### src/rtl/exe_mem_stage_buf_if.sv
// EXE -> MEM handshake bundle for exe_mem_stage_buf.
// The slave modport is the buffer; the master modport is the surrounding EXE/MEM logic.
interface exe_mem_stage_buf_if #(
   parameter int REG_LEN  = 32,
   parameter int DEST_LEN = 4
);
   logic                exe_valid;
   logic                exe_ready;
   logic                flush;
   logic [REG_LEN-1:0]  alu_result;
   logic [3:0]          alu_status;
   logic                s_bit;
   logic                wb_en;
   logic                mem_r_en;
   logic                mem_w_en;
   logic [DEST_LEN-1:0] dest;
   logic [REG_LEN-1:0]  val_rm;

   logic                mem_valid;
   logic                mem_ready;
   logic [REG_LEN-1:0]  mem_alu_result;
   logic [REG_LEN-1:0]  mem_val_rm;
   logic                mem_wb_en;
   logic                mem_r_en_o;
   logic                mem_w_en_o;
   logic [DEST_LEN-1:0] mem_dest;

   modport slave (
      input  exe_valid, flush, alu_result, alu_status, s_bit,
             wb_en, mem_r_en, mem_w_en, dest, val_rm, mem_ready,
      output exe_ready, mem_valid, mem_alu_result, mem_val_rm,
             mem_wb_en, mem_r_en_o, mem_w_en_o, mem_dest
   );

   modport master (
      output exe_valid, flush, alu_result, alu_status, s_bit,
             wb_en, mem_r_en, mem_w_en, dest, val_rm, mem_ready,
      input  exe_ready, mem_valid, mem_alu_result, mem_val_rm,
             mem_wb_en, mem_r_en_o, mem_w_en_o, mem_dest
   );
endinterface

### src/rtl/exe_mem_stage_buf.sv
// EXE->MEM two-entry skid buffer with the NZCV status register.
// Optional stall counter enabled by defining EXE_MEM_STALL_CNT_EN.
module exe_mem_stage_buf #(
   parameter int REG_LEN  = 32,
   parameter int DEST_LEN = 4
) (
   input  logic                 clk,
   input  logic                 rst,
   exe_mem_stage_buf_if.slave   bus,
   output logic [3:0]           status_reg,
   output logic                 carry_out,
   output logic [15:0]          stall_count
);
   typedef enum logic [1:0] {EMPTY, ONE, TWO} state_t;

   typedef struct packed {
      logic [REG_LEN-1:0]  alu_result;
      logic [REG_LEN-1:0]  val_rm;
      logic [DEST_LEN-1:0] dest;
      logic                wb_en;
      logic                r_en;
      logic                w_en;
   } entry_t;

   state_t state_reg, state_next;
   logic   exe_ready_reg;
   entry_t head_reg, skid_reg, in_entry;
   logic   accept, drain, load_head, load_skid, promote;

   assign accept = bus.exe_valid & exe_ready_reg & ~bus.flush;
   assign drain  = (state_reg != EMPTY) & bus.mem_ready;

   always_comb begin
      in_entry            = '0;
      in_entry.alu_result = bus.alu_result;
      in_entry.val_rm     = bus.val_rm;
      in_entry.dest       = bus.dest;
      in_entry.wb_en      = bus.wb_en;
      in_entry.r_en       = bus.mem_r_en;
      in_entry.w_en       = bus.mem_w_en;
   end

   always_comb begin
      state_next = state_reg;
      load_head  = 1'b0;
      load_skid  = 1'b0;
      promote    = 1'b0;
      case (state_reg)
         EMPTY: begin
            if (accept) begin
               state_next = ONE;
               load_head  = 1'b1;
            end
         end
         ONE: begin
            if (accept && drain) begin
               load_head = 1'b1;
            end else if (accept) begin
               state_next = TWO;
               load_skid  = 1'b1;
            end else if (drain) begin
               state_next = EMPTY;
            end
         end
         TWO: begin
            // exe_ready is low here, so the only event is a drain.
            if (drain) begin
               state_next = ONE;
               promote    = 1'b1;
            end
         end
         default: state_next = EMPTY;
      endcase
   end

   always_ff @(posedge clk or posedge rst) begin
      if (rst) begin
         state_reg     <= EMPTY;
         exe_ready_reg <= 1'b1;
         head_reg      <= '0;
         skid_reg      <= '0;
         status_reg    <= 4'b0;
      end else begin
         state_reg     <= state_next;
         exe_ready_reg <= (state_next != TWO);
         if (load_head) begin
            head_reg <= in_entry;
         end else if (promote) begin
            head_reg <= skid_reg;
         end
         if (load_skid) begin
            skid_reg <= in_entry;
         end
         // Status follows the accept handshake, so a held EXE instruction updates it once.
         if (accept && bus.s_bit) begin
            status_reg <= bus.alu_status;
         end
      end
   end

   assign carry_out          = status_reg[2];
   assign bus.exe_ready      = exe_ready_reg;
   assign bus.mem_valid      = (state_reg != EMPTY);
   assign bus.mem_alu_result = head_reg.alu_result;
   assign bus.mem_val_rm     = head_reg.val_rm;
   assign bus.mem_dest       = head_reg.dest;
   assign bus.mem_wb_en      = head_reg.wb_en & bus.mem_valid;
   assign bus.mem_r_en_o     = head_reg.r_en  & bus.mem_valid;
   assign bus.mem_w_en_o     = head_reg.w_en  & bus.mem_valid;

`ifdef EXE_MEM_STALL_CNT_EN
   logic [15:0] stall_cnt_reg;

   always_ff @(posedge clk or posedge rst) begin
      if (rst) begin
         stall_cnt_reg <= 16'h0;
      end else if (bus.exe_valid && !exe_ready_reg && !bus.flush && stall_cnt_reg != 16'hFFFF) begin
         stall_cnt_reg <= stall_cnt_reg + 16'h1;
      end
   end

   assign stall_count = stall_cnt_reg;
`else
   assign stall_count = 16'h0;
`endif
endmodule

### src/flat_wrapper.sv
// flat-port wrapper written by rule: the top's interface ports become plain ports
module exe_mem_stage_buf_flat 
#(
   parameter int REG_LEN  = 32,
   parameter int DEST_LEN = 4
)
  (clk, rst, status_reg, carry_out, stall_count, bus_exe_valid, bus_flush, bus_alu_result, bus_alu_status, bus_s_bit, bus_wb_en, bus_mem_r_en, bus_mem_w_en, bus_dest, bus_val_rm, bus_mem_ready, bus_exe_ready, bus_mem_valid, bus_mem_alu_result, bus_mem_val_rm, bus_mem_wb_en, bus_mem_r_en_o, bus_mem_w_en_o, bus_mem_dest);
  exe_mem_stage_buf_if #(.REG_LEN(REG_LEN), .DEST_LEN(DEST_LEN)) bus_i ();
  input  logic clk;
  input  logic rst;
  output logic [3:0] status_reg;
  output logic carry_out;
  output logic [15:0] stall_count;
  input wire logic [$bits(bus_i.exe_valid)-1:0] bus_exe_valid;
  input wire logic [$bits(bus_i.flush)-1:0] bus_flush;
  input wire logic [$bits(bus_i.alu_result)-1:0] bus_alu_result;
  input wire logic [$bits(bus_i.alu_status)-1:0] bus_alu_status;
  input wire logic [$bits(bus_i.s_bit)-1:0] bus_s_bit;
  input wire logic [$bits(bus_i.wb_en)-1:0] bus_wb_en;
  input wire logic [$bits(bus_i.mem_r_en)-1:0] bus_mem_r_en;
  input wire logic [$bits(bus_i.mem_w_en)-1:0] bus_mem_w_en;
  input wire logic [$bits(bus_i.dest)-1:0] bus_dest;
  input wire logic [$bits(bus_i.val_rm)-1:0] bus_val_rm;
  input wire logic [$bits(bus_i.mem_ready)-1:0] bus_mem_ready;
  output wire logic [$bits(bus_i.exe_ready)-1:0] bus_exe_ready;
  output wire logic [$bits(bus_i.mem_valid)-1:0] bus_mem_valid;
  output wire logic [$bits(bus_i.mem_alu_result)-1:0] bus_mem_alu_result;
  output wire logic [$bits(bus_i.mem_val_rm)-1:0] bus_mem_val_rm;
  output wire logic [$bits(bus_i.mem_wb_en)-1:0] bus_mem_wb_en;
  output wire logic [$bits(bus_i.mem_r_en_o)-1:0] bus_mem_r_en_o;
  output wire logic [$bits(bus_i.mem_w_en_o)-1:0] bus_mem_w_en_o;
  output wire logic [$bits(bus_i.mem_dest)-1:0] bus_mem_dest;
  assign bus_i.exe_valid = bus_exe_valid;
  assign bus_i.flush = bus_flush;
  assign bus_i.alu_result = bus_alu_result;
  assign bus_i.alu_status = bus_alu_status;
  assign bus_i.s_bit = bus_s_bit;
  assign bus_i.wb_en = bus_wb_en;
  assign bus_i.mem_r_en = bus_mem_r_en;
  assign bus_i.mem_w_en = bus_mem_w_en;
  assign bus_i.dest = bus_dest;
  assign bus_i.val_rm = bus_val_rm;
  assign bus_i.mem_ready = bus_mem_ready;
  assign bus_exe_ready = bus_i.exe_ready;
  assign bus_mem_valid = bus_i.mem_valid;
  assign bus_mem_alu_result = bus_i.mem_alu_result;
  assign bus_mem_val_rm = bus_i.mem_val_rm;
  assign bus_mem_wb_en = bus_i.mem_wb_en;
  assign bus_mem_r_en_o = bus_i.mem_r_en_o;
  assign bus_mem_w_en_o = bus_i.mem_w_en_o;
  assign bus_mem_dest = bus_i.mem_dest;
  exe_mem_stage_buf #(.REG_LEN(REG_LEN), .DEST_LEN(DEST_LEN)) u_core (.clk(clk), .rst(rst), .bus(bus_i), .status_reg(status_reg), .carry_out(carry_out), .stall_count(stall_count));
endmodule
### config.mk
export PLATFORM = sky130hd
export DESIGN_NAME = exe_mem_stage_buf_flat
export DESIGN_NICKNAME = d
export VERILOG_FILES = /design/src/rtl/exe_mem_stage_buf_if.sv /design/src/rtl/exe_mem_stage_buf.sv /design/src/flat_wrapper.sv
export SDC_FILE = /design/constraint.sdc
export NUM_CORES = 1
export LEC_CHECK = 0
export ABC_AREA = 1
export ABC_CLOCK_PERIOD_IN_PS = 13900
export CAP_MARGIN = 10
export CORE_MARGIN = 3
export CORE_UTILIZATION = 54
export DETAILED_ROUTE_END_ITERATION = 12
export PLACE_DENSITY = 0.95
export SLEW_MARGIN = 25
export SYNTH_ARGS = -nofsm -noshare
export SYNTH_HDL_FRONTEND = slang
export SYNTH_SLANG_ARGS = --single-unit
export TNS_END_PERCENT = 30
### constraint.sdc
create_clock -name clk -period 13.9 [get_ports clk]
set_input_delay 1.39 -clock clk [delete_from_list [all_inputs] [get_ports clk]]
set_output_delay 1.39 -clock clk [all_outputs]
set_load 0.03 [all_outputs]
==> impl_metrics.tcl <==
set metrics [dict create \
    rrSetupSlack_ps 11220 \
    design_area_mm2 0.00875 \
    synth_top_area_cell "dfrtp_1" \
    clock-root-buffer "clkbuf_16" \
    swShare 0.339 \
    fp-row-count 41 \
    synthAdderAreaFrac 0 \
    cp-end-kind "flop" \
    leakagePower_nw 4.18 \
    cts_buffers 17 \
    worst_ep_arrival_time_ps 3810 \
    finalClockSkew_ps 7.55 \
    ant_nets 0 \
    slew_headroom 0.386 \
    hpwl_um 10400 \
    power.switching_uw 555 \
    synth_top_area_frac 0.525 \
    p_int_mw 1.08 \
    synthMuxAreaShare 0 \
    tns_ps 0 \
    clk_latency_ps 420 \
    overflow 0 \
    maxSlewViolCount 0 \
    synth_cells 829 \
    cp_slowest_cell "nand3_4" \
    cts_max_level 4 \
    critPathKind "input pin to flop" \
    top_usage_layer "met2" \
    pre_cts_ws_ps 9550 \
    cts_max_path_buffers 2 \
    numClockSinks 149 \
    cts_setup_buffers 0 \
    crit_start "bus_mem_ready" \
    ys_seq_area_frac 0.529 \
    dpl_cell_area_mm2 0.00807 \
    die_area_mm2 0.0145 \
    yosysWarnings 0 \
    dieWidth_um 120 \
    hold_slack_ps 469 \
    combPwrFrac 0.295 \
    post_drt_wl_per_cell_um 16.2 \
    area_growth_pct 24.1 \
    tightest_slew_ps 921 \
    netlist_area_mm2 0.00705 \
    path_common_cell "nand2_1" \
    grt_pass1_vias 5660 \
    finalHoldViolCount 0 \
    grt.total_usage 0.240 \
    yosysUniqueCellTypes 18 \
    crit_fanout 72 \
    power_frac_seq 0.406 \
    gp_congestion 0.806 \
    synth_xor_area_frac 0 \
    num-fill-cells 972 \
    p_per_area_mw_per_mm2 187 \
    critPathLaunchType "input pin" \
    critPathCapture "u_core.skid_reg[70]$_DFFE_PP0P_" \
    yosys_register_bits 149 \
    critPathTopFamily "simple AND/OR/NAND/NOR gates" \
    period_share 0.253 \
    regArea_mm2 0.00373 \
    antenna_cells 0 \
    vdd_drop_max_uv 90.7 \
    grtUsageMet1 0.296 \
    antenna_found_initial 0 \
    io_buffers 158 \
    reg2reg_to "u_core.skid_reg[70]$_DFFE_PP0P_" \
    yosys.area_share.simple 0.330 \
    fin_ws_ps 10390 \
    final_net_count 968 \
    synth_compound_gate_area_share 0.00355 \
    drtIter0Drc 617 \
    grt.met3_usage 0.0538 \
    r2r_cells 7 \
    avgSynthCellArea_um2 8.50 \
    start_util 0.556 \
    multiInputGateArea_mm2 0.00243 \
    grt_util_met2 0.403 \
    path_cells "clkdlybuf4s50_1 > nand2_2 > buf_4 > nand3_4 > nand2_1 > nand2_1" \
    routed_via_density 5.55 \
    power.total_mw 1.64 \
    cts_hold_buffers 0 \
    cts_tree "built" \
    clock.fmax_mhz 285 \
    period_needed_ps 3510 \
    max_stage_delay_ps 750 \
    largest_reg_flops 71 \
    place_inst 1038 \
    clk_pin_slew_ps 60 \
    cap_violations 0 \
    drive_above_1_share 0.0578 \
    vias 5953 \
    cp.depth 6 \
    synth.top_cells.by_area "dfrtp_1 (53%), nand2_1 (15%), nand3_1 (10%)" \
    first_pass_iters 5 \
    crit_buf_inv 2 \
    reg2reg_from "u_core.state_reg[1]$_DFF_PP0_" \
    status "complete, no violations" \
    setup_viol 0 \
    required_ps 14200 \
    drc 0 \
    post_cts_resized 0 \
    utilization 0.691 \
    fp.coreArea_mm2 0.0127 \
    grt_setup_unrepaired "false" \
    clockPowerShare 0.299 \
    grt_pass1_wl_um 27800 \
    grt_max_degree 93 \
    hold_path.class "flop to flop" \
    synth_top_family_by_area "simple AND/OR/NAND/NOR gates" \
    stdcell_count 1072 \
    wirelength_um 17400 \
    pin_count 175 \
    dieHeight_um 120 \
]
-- cells in the final DEF, fill, tap and decap left out, types with 2 or more instances in the layout --
master,count
clkinv_2,6
conb_1,16
buf_4,7
o21ai_0,5
nand4_1,73
clkbuf_8,4
inv_2,2
nand3_1,143
inv_1,11
clkdlybuf4s50_1,158
bufinv_16,4
clkbuf_16,17
nand2_2,3
nor2_1,3
dfrtp_1,147
nand2_1,291
-- cell usage after synthesis --
cell type / instances
nor2_1: 3
nand3_1: 144
o21ai_0: 5
buf_2: 34
clkbuf_1: 18
nand2_2: 3
dfstp_2: 1
conb_1: 1
inv_1: 12
nand3_2: 1
dfrtp_1: 148
nand4_1: 73
inv_2: 2
nand2_1: 291
buf_4: 89
nor3_2: 1
nor2_2: 1
buf_1: 2
-- logic make-up (layout without fill, tap and decap cells) --
family / count (synthesis) / after routing
AO/OA/AOI/OAI: 5 / 5
buffers and inverters: 157 / 213
flip-flops: 149 / 149
other: 1 / 16
AND/OR/NAND/NOR: 517 / 517
-- worst register-to-register path, cell delays in order (launching register included) --
cell	delay, ps
dfrtp_1	430
inv_2	120
nand2_2	100
nand2_2	90
buf_4	630
nand3_4	790
nand2_1	320
nand2_1	80
-- metal layers --
metal  up-vias  part of all wire
met2       277              0.51
met3        44             0.067
met5         -                 0
li1       2755                 -
met4         0             0.034
met1      2877              0.39
-- worst min-delay path by stage --
stage	start	end	slack [ps]	cells past startpoint
CTS	u_core.skid_reg[58]$_DFFE_PP0P_	u_core.skid_reg[58]$_DFFE_PP0P_	470	2
global route	u_core.skid_reg[29]$_DFFE_PP0P_	u_core.skid_reg[29]$_DFFE_PP0P_	490	2
floorplan	u_core.skid_reg[0]$_DFFE_PP0P_	u_core.skid_reg[0]$_DFFE_PP0P_	440	2
finish	u_core.skid_reg[50]$_DFFE_PP0P_	u_core.skid_reg[50]$_DFFE_PP0P_	470	2
global placement	u_core.skid_reg[5]$_DFFE_PP0P_	u_core.skid_reg[5]$_DFFE_PP0P_	450	2
detailed placement	u_core.skid_reg[58]$_DFFE_PP0P_	u_core.skid_reg[58]$_DFFE_PP0P_	460	2
-- power groups by stage --
stage | Clock, mW | Combinational, mW | Sequential (mW)
2_1_floorplan | 0 | 0.379 | 0.648
3_3_place_gp | 0 | 0.468 | 0.659
3_5_place_dp | 0 | 0.485 | 0.665
4_1_cts | 0.496 | 0.486 | 0.662
5_1_grt | 0.513 | 0.528 | 0.680
6_report | 0.490 | 0.483 | 0.664
-- area by class of cell --
type,count,share of cell area
well taps,172,0.0246
clock buffers,22,0.0553
inverters,14,0.00658
clock inverters,10,0.0172
repair buffers,167,0.192
multi-input cells,538,0.278
flip-flops and latches,149,0.426
No activity file was read; power rests on OpenSTA's default activity.
